$ cat config.mk
export PLATFORM = sky130hd
export DESIGN_NAME = edge_hyst_det
export DESIGN_NICKNAME = d
export VERILOG_FILES = /design/src/rtl/edge_hyst_det_pkg.sv /design/src/rtl/edge_line_buf.sv /design/src/rtl/edge_hyst_det.sv
export SDC_FILE = /design/constraint.sdc
export NUM_CORES = 2
export LEC_CHECK = 0
export CAP_MARGIN = 30
export CORE_ASPECT_RATIO = 2
export CORE_MARGIN = 3
export CORE_UTILIZATION = 32
export DETAILED_ROUTE_END_ITERATION = 10
export HOLD_SLACK_MARGIN = 0.08
export PLACE_DENSITY = 0.53
export RECOVER_POWER = 100
export SYNTH_ARGS = -nofsm -noshare
export SYNTH_HDL_FRONTEND = slang
export SYNTH_SLANG_ARGS = --single-unit
$ cat constraint.sdc
create_clock -name clk -period 30.2 [get_ports clk]
set_input_delay 6.04 -clock clk [delete_from_list [all_inputs] [get_ports clk]]
set_output_delay 6.04 -clock clk [all_outputs]
set_load 0.02 [all_outputs]
$ cat src/rtl/edge_hyst_det_pkg.sv
// Shared constants for the gradient edge path: default image width and the
// default strong/weak thresholds used by the Sobel stage and display logic.
package edge_hyst_det_pkg;

  localparam int          IMG_W_DEFAULT         = 640;
  localparam logic [15:0] GRADIENT_THRESHOLD_HI = 16'd100;
  localparam logic [15:0] GRADIENT_THRESHOLD_LO = 16'd50;

  // Row index width; only y==0 matters to the datapath, the rest saturates.
  localparam int Y_W = 16;

  typedef enum logic [1:0] {
    CLS_NONE   = 2'd0,
    CLS_WEAK   = 2'd1,
    CLS_STRONG = 2'd2
  } grad_class_e;

endpackage

$ cat src/rtl/edge_line_buf.sv
// One-row store of final edge decisions: combinational reads at idx (above)
// and idx+1 (above-right), registered write at idx.
module edge_line_buf #(
  parameter int IMG_W = 640,
  parameter int X_W   = 10
) (
  input  logic           clk,
  input  logic           wr_en,
  input  logic [X_W-1:0] idx,
  input  logic           wr_bit,
  output logic           above,
  output logic           above_right
);

  localparam logic [X_W-1:0] X_LAST = X_W'(IMG_W - 1);

  logic           mem [IMG_W];
  logic [X_W-1:0] idx_next;

  assign idx_next    = idx + X_W'(1);
  assign above       = mem[idx];
  // idx+1 has not been rewritten yet this row, so it still holds the prior row.
  assign above_right = (idx == X_LAST) ? 1'b0 : mem[idx_next];

  always_ff @(posedge clk) begin
    if (wr_en) mem[idx] <= wr_bit;
  end

endmodule

$ cat src/rtl/edge_hyst_det.sv
// Streaming edge classifier: single threshold or causal hysteresis against
// already-decided neighbours, with a per-frame saturating edge count.
module edge_hyst_det
  import edge_hyst_det_pkg::*;
#(
  parameter int GRAD_W = 16,
  parameter int IMG_W  = IMG_W_DEFAULT,
  parameter int X_W    = 10,
  parameter int CNT_W  = 20
) (
  input  logic              clk,
  input  logic              rst,
  input  logic              in_valid,
  input  logic              sof,
  input  logic [GRAD_W-1:0] gradient,
  input  logic [GRAD_W-1:0] thresh_hi,
  input  logic [GRAD_W-1:0] thresh_lo,
  input  logic              hyst_en,
  output logic              out_valid,
  output logic              pixel_edge,
  output logic              pixel_strong,
  output logic [CNT_W-1:0]  frame_edges,
  output logic              frame_done
);

  localparam logic [X_W-1:0] X_LAST = X_W'(IMG_W - 1);

  function automatic logic [CNT_W-1:0] sat_inc(input logic [CNT_W-1:0] c,
                                               input logic inc);
    if (inc && (c != '1)) return c + CNT_W'(1);
    return c;
  endfunction

  function automatic logic [Y_W-1:0] sat_inc_y(input logic [Y_W-1:0] y);
    if (y == '1) return y;
    return y + Y_W'(1);
  endfunction

  // With thresh_lo >= thresh_hi any g > lo is also > hi, so weak cannot occur.
  function automatic grad_class_e classify(input logic [GRAD_W-1:0] g,
                                           input logic [GRAD_W-1:0] hi,
                                           input logic [GRAD_W-1:0] lo);
    if (g > hi) return CLS_STRONG;
    if (g > lo) return CLS_WEAK;
    return CLS_NONE;
  endfunction

  logic              armed;
  logic [X_W-1:0]    x_q;
  logic [Y_W-1:0]    y_q;
  logic              left_q;
  logic              al_q;
  logic [CNT_W-1:0]  run_cnt;

  logic              accept;
  logic [X_W-1:0]    x_p0;
  logic [Y_W-1:0]    y_p0;
  logic              has_left;
  logic              not_top;
  logic              a_raw;
  logic              ar_raw;
  logic              nbr_p0;
  grad_class_e       cls_p0;
  logic              strong_p0;
  logic              edge_p0;

  // ---- stage p0: position, classification and neighbour decision ----
  assign accept    = in_valid && (armed || sof);
  assign x_p0      = sof ? '0 : x_q;
  assign y_p0      = sof ? '0 : y_q;
  assign has_left  = (x_p0 != '0);
  assign not_top   = (y_p0 != '0);
  assign cls_p0    = classify(gradient, thresh_hi, thresh_lo);
  assign strong_p0 = (cls_p0 == CLS_STRONG);
  assign nbr_p0    = (has_left && left_q) ||
                     (has_left && not_top && al_q) ||
                     (not_top && a_raw) ||
                     (not_top && ar_raw);
  assign edge_p0   = strong_p0 || (hyst_en && (cls_p0 == CLS_WEAK) && nbr_p0);

  edge_line_buf #(
    .IMG_W (IMG_W),
    .X_W   (X_W)
  ) u_line_buf (
    .clk         (clk),
    .wr_en       (accept),
    .idx         (x_p0),
    .wr_bit      (edge_p0),
    .above       (a_raw),
    .above_right (ar_raw)
  );

  // The raw above value becomes the next pixel's above-left, since the
  // buffer location at x-1 has already been overwritten by the current row.
  always_ff @(posedge clk) begin
    if (accept) begin
      left_q <= edge_p0;
      al_q   <= a_raw;
    end
  end

  // ---- stage p1: registered outputs, position and frame counting ----
  always_ff @(posedge clk) begin
    if (!rst) begin
      armed        <= 1'b0;
      x_q          <= '0;
      y_q          <= '0;
      run_cnt      <= '0;
      out_valid    <= 1'b0;
      pixel_edge   <= 1'b0;
      pixel_strong <= 1'b0;
      frame_edges  <= '0;
      frame_done   <= 1'b0;
    end else begin
      out_valid  <= accept;
      frame_done <= 1'b0;
      if (accept) begin
        armed        <= 1'b1;
        pixel_edge   <= edge_p0;
        pixel_strong <= strong_p0;
        if (x_p0 == X_LAST) begin
          x_q <= '0;
          y_q <= sat_inc_y(y_p0);
        end else begin
          x_q <= x_p0 + X_W'(1);
          y_q <= y_p0;
        end
        if (sof) begin
          if (armed) begin
            frame_edges <= run_cnt;
            frame_done  <= 1'b1;
          end
          run_cnt <= {{(CNT_W-1){1'b0}}, edge_p0};
        end else begin
          run_cnt <= sat_inc(run_cnt, edge_p0);
        end
      end
    end
  end

endmodule

## Word level (Yosys, flattened, before mapping)

Memories as Yosys holds them, arrays and structs flattened.
Cells that the tools add are included.

- Bits in registers: 73
- RAM bits: 640
- Input bits: 53
- Output and inout port bits: 24
- Memories: 1

Memories:

| memory | words | bits a word | rd ports | clocked after Yosys merged registers in | wr ports | RTL line | source |
|---|---|---|---|---|---|---|---|
| u_line_buf.mem | 640 | 1 | 2 | 0 | 1 | edge_line_buf.sv:17 | `logic mem [IMG_W];` |

- Add/subtract/negate cells: 3
- $lt $le $gt $ge: 2
- Equality and inequality tests: 5
- Muxes and demuxes: 28
- Reductions and logical operators: 20

Operator list:

| cell | number |
|---|---|
| two-way mux 16 bit | 4 |
| two-way mux 20 bit | 3 |
| > comparator 16 bit | 2 |
| adder 20 x 1 -> 20 bit (second input constant) | 1 |
| two-way mux 10 bit | 2 |
| != test 20 bit (second input constant) | 1 |
| adder 16 x 1 -> 16 bit (second input constant) | 1 |
| == test 16 bit (second input constant) | 1 |
| nonzero test 16 bit | 1 |
| two-way mux 1 bit | 15 |
| adder 10 x 1 -> 10 bit (second input constant) | 1 |
| == test 10 bit (second input constant) | 1 |
| nonzero test 10 bit | 1 |
| logical AND 1 bit | 9 |
| two-way mux 2 bit | 4 |
| AND reduction 3 bit | 2 |
| logical OR 1 bit | 5 |
| == test 2 x 1 -> 1 bit (second input constant) | 1 |
| == test 2 bit (second input constant) | 1 |
| AND reduction 2 bit | 1 |
| nonzero test 2 bit | 1 |

## Depth between registers and ports, before layout

- Word-level depth: 16
- Depth in mapped cells: 25
- Depth with buffers taken out: 15

## By module

From an unflattened synthesis, not the netlist that was laid out.

- Cell total of the unflattened synthesis: 2898
- Area, all modules: 37410.9 µm²

By module, submodules not included:

| module | times used | cells an instance | area each (µm²) |
|---|---|---|---|
| edge_line_buf | 1 | 2335 | 32895.3 |
| edge_hyst_det | 1 | 563 | 4515.6 |

## Worst setup path after synthesis

Ideal clock, no wire load.

- Kind: input to register
- Start: input sof
- End: register left_q, data pin
- Arrival: 16583 ps
- Data required time: 28564 ps
- Slack: 11981 ps
- Stages: 21
- Buffers on the path: 8
- Cell sequence: nor2b_4 > inv_2 > buf_4 > buf_4 > buf_2 > buf_4 > buf_2 > ha_1 > buf_2 > inv_2 > buf_2 > clkbuf_1 > mux4_2 > nand2_1 > a31oi_1 > o211ai_1 > o311ai_0 > nand4_1 > a31o_4 > and2_1 > inv_1

- Longest elaborated chain between the ends: 9

RTL lines:

| what | RTL line | source |
|---|---|---|
| start, declared | edge_hyst_det.sv:14 | `input logic sof,` |
| branches (longest 6 deep; another with adder 10 x 1 -> 10 bit) | -- |  |
| logical OR 1 bit * | edge_hyst_det.sv:77 | `(not_top && a_raw) \|\|` |
| logical AND 1 bit * | edge_hyst_det.sv:79 | `assign edge_p0 = strong_p0 \|\| (hyst_en && (cls_p0 == CLS_WEAK) && nbr_p0);` |
| logical OR 1 bit * | edge_hyst_det.sv:79 |  |
| via edge_p0 | edge_hyst_det.sv:65 | `logic edge_p0;` |
| end signal, assigned | edge_hyst_det.sv:97 | `left_q <= edge_p0;` |
| end, declared | edge_hyst_det.sv:51 | `logic left_q;` |

Mark *: on every way through the listed nets, which the timed path passes.
A chain may end at the register's enable or synchronous reset.

## Final worst setup path

- Start: input sof
- End: memory u_line_buf.mem[344], data pin

- Longest elaborated chain between the ends: 9

RTL lines:

| what | RTL line |
|---|---|
| branches (longest 6 deep; another with adder 10 x 1 -> 10 bit) | -- |
| logical OR 1 bit * | edge_hyst_det.sv:77 |
| logical AND 1 bit * | edge_hyst_det.sv:79 |
| logical OR 1 bit * | edge_hyst_det.sv:79 |
| via edge_p0 | edge_hyst_det.sv:65 |
| end, declared | edge_line_buf.sv:17 |

Marks and branches as above.

==> out/results.tsv <==
metric	value	unit
ys_ff_latch	713	
antenna_left	0	
peakVddDrop	54.8	µV
num_rows	181	
p_int	1580	µW
hpwl	108	mm
synth_area	39200	µm²
drt_iter0_markers	3635	
endpoint_kind	flip-flop	
combPwrFrac	8.4	%
violations	max-capacitance violations, max-slew violations	
ctsResizeCount	0	
synthArstFlopShare	0	%
worstPathMaxFanout	259	
netlist_instances	3638	
max_slew_margin	-170	%
grt_pass1_wl	234	mm
crit_path_frequent_cell	clkbuf_1	
power_density	48.6	nW/µm²
via_count	31800	
worstHoldPathType	reg2reg	
gp_congestion	0.952	
syn_nets	3728	
drt_wl_total	168	mm
syn2layout_area_growth	10.2	%
io_pins	77	
antenna_found_initial	7	
die_h	501	µm
synth_edf_count	642	
ys.flop_type	edfxtp_1	
clockBufferDepth	3	
rsz0062_at_grt	false	
cpMaxStageDelayCell	clkbuf_1	
clock_power_share	39.0	%
ctsHtreeMaxLevel	2	
cp.required	30510	ps
clk_latency	710	ps
path_delay_family	buffers and inverters	
drt_first_pass_iters	9	
worstMarginPinSlew	4040	ps
crit_path_cell_trace	clkbuf_1, clkbuf_1, inv_1, clkbuf_1, nand2_1, o31ai_1, o2111ai_1, o2111ai_1, nor4bb_1, a311oi_1, and2_0, inv_8, clkbuf_1, clkbuf_1, buf_12	
grt_pass1_vias	31800	
portBuffers	76	
cts_buffers	61	
wire_per_inst	32.5	µm
min_period	21160	ps
ys_seq_area_share	52.8	%
critPathArrivalTime	21470	ps
start_kind	primary input	
clk_pin_slew	70	ps
dpl_cell_area	41500	µm²
post-route-drc-count	0	
cts_sinks	713	
final_nets	3662	
syn_area_per_cell	10.8	µm²
final_hold_viol_count	0	
critPathBufInv	8	
setup_tns	0	ps
cts_tree	built	
outcome	complete, but fails checks	
hold_buffers	0	
core	122000	µm²
skew	26.9	ps
cpPeakStageDelay	2400	ps
fin_area	43200	µm²
synthDistinctLibCells	102	
max_freq	47.3	MHz
drv_cap	30	
grt-ovfl-total	0	
leakagePower	0.0132	µW
start_util	32.2	%
die-area	127000	µm²
grt_max_degree	260	
finalCritPeriodShare	70.1	%
drv_slew	715	
finalSetupViolCount	0	
die_x	253	µm
switching_share	24.7	%
power_switching	518	µW
critPathKind	in2reg	
track_usage	26.0	%
cts_root_buffer	clkbuf_16	
via_per_inst	6.14	
post_cts_buffers	0	
pwr-share-seq	52.6	%
drive_gt1_share	11.2	%
yosys_warnings	0	
[synth_stat cells (17+ instances only)]
cell	n	area, µm²
ha_1	37	463
dfxtp_1	71	1420
mux2i_1	144	1440
nor4_1	17	106
buf_4	40	300
nand4_1	31	194
inv_1	60	225
o22a_1	17	149
nor3_1	38	190
nor2b_1	28	175
clkbuf_1	177	664
o22ai_1	66	413
mux2_2	28	315
o221ai_1	22	193
and2_1	37	231
nand3_1	70	350
o21ai_1	20	100
o21ai_0	71	355
mux4_2	127	2860
a221oi_1	24	210
edfxtp_1	642	19300
a22oi_1	22	165
and3_1	26	163
a31oi_1	44	275
o211ai_1	29	218
nand2_1	415	1560
nor2_1	754	2830
buf_2	92	460
buf_6	17	191
a21oi_1	115	576
a211oi_1	63	473
[flip-flops by register name (all words and copies together) (netlist names)]
register	flops
left_q	1
x_q	10
frame_done	1
out_valid	1
y_q	16
frame_edges	20
pixel_edge	1
run_cnt	20
armed	1
u_line_buf.mem	640
al_q	1
pixel_strong	1
[cell type report]
| type | instances | area (µm²) |
|---|---|---|
| antenna | 3 | 7.51 |
| clock buffer | 77 | 1590 |
| clock inverter | 39 | 364 |
| fill | 12200 | 78500 |
| inverter | 66 | 263 |
| multi-input combinational | 2517 | 16500 |
| sequential | 713 | 20700 |
| tap | 1555 | 1950 |
| timing repair buffer | 213 | 1760 |
[routing by layer]
metal	global-route usage, %	routed length, µm	share of wire, %
met2	44.9	82300	49
met4	25.9	20800	12
met1	25.5	52000	31
met5	0	49	0.029
met3	5.08	13200	7.8
[power by group through the flow]
stage          registers [µW]  clock network (µW)  logic, µW
3_5_place_dp             1120                   0        175
3_3_place_gp             1120                   0        172
4_1_cts                  1100                 825        176
5_1_grt                  1100                 857        185
2_1_floorplan            1140                   0        113
6_report                 1100                 818        176
[cells by family (layout without fill, tap and decap cells)]
| family | count (synthesis) | count (layout) | share of synthesized area, % |
|---|---|---|---|
| fa+ha+maj | 37 | 37 | 1.18 |
| other cells | 0 | 3 | 0 |
| mux | 306 | 306 | 12.2 |
| compound gates | 652 | 652 | 11.7 |
| flops | 713 | 713 | 52.8 |
| xor+xnor | 20 | 20 | 0.505 |
| simple gates | 1502 | 1502 | 16.5 |
| buf+inv | 408 | 395 | 5.08 |
[worst min-delay path, stage by stage (launching register included)]
cell and delay (ps):
dfxtp_1 310, nand2_1 50, a21oi_1 50
[cell usage in the layout (no fill, tap or decap), types with 17 or more instances in the layout]
cell             count
nor2_1             754
edfxtp_1           642
nand2_1            415
mux2i_1            144
mux4_2             127
a21oi_1            115
o21ai_0             85
buf_4               73
nand3_1             70
dfxtp_1             67
o22ai_1             66
clkbuf_1            65
a211oi_1            63
clkbuf_16           61
inv_1               58
clkdlybuf4s50_1     51
a31oi_1             44
nor3_1              38
ha_1                36
and2_1              32
nand4_1             31
o211ai_1            29
mux2_2              28
and3_1              26
nor2b_1             25
a221oi_1            24
dlygate4sd3_1       24
o221ai_1            22
a22oi_1             22
nor4_1              17
o22a_1              17
[through the flow]
| stage | total power [µW] | utilization, % | instances | hold slack (ps) | worst slack [ps] |
|---|---|---|---|---|---|
| global route | 2140 | 35.5 | 5181 | 470 | 8930 |
| floorplan | 1250 | - | 3638 | 428 | 11980 |
| finish | 2100 | 35.5 | 5183 | 449 | 9040 |
| detailed placement | 1300 | 34.1 | 5057 | 447 | 16310 |
| global placement | 1290 | 33.8 | 5038 | 443 | 16170 |
| CTS | 2100 | 35.7 | 5173 | 456 | 17030 |
[worst paths after layout]
kind	startpoint	end	slack (ps)	depth (start not counted)
setup / recovery	sof	u_line_buf.mem[344]	9040	15
setup reg to reg	x_q[0]	u_line_buf.mem[344]	18070	17
hold reg to reg	frame_edges[1]	frame_edges[1]	450	2
hold / removal	frame_edges[1]	frame_edges[1]	450	2
(Power assumes the default switching activity.)
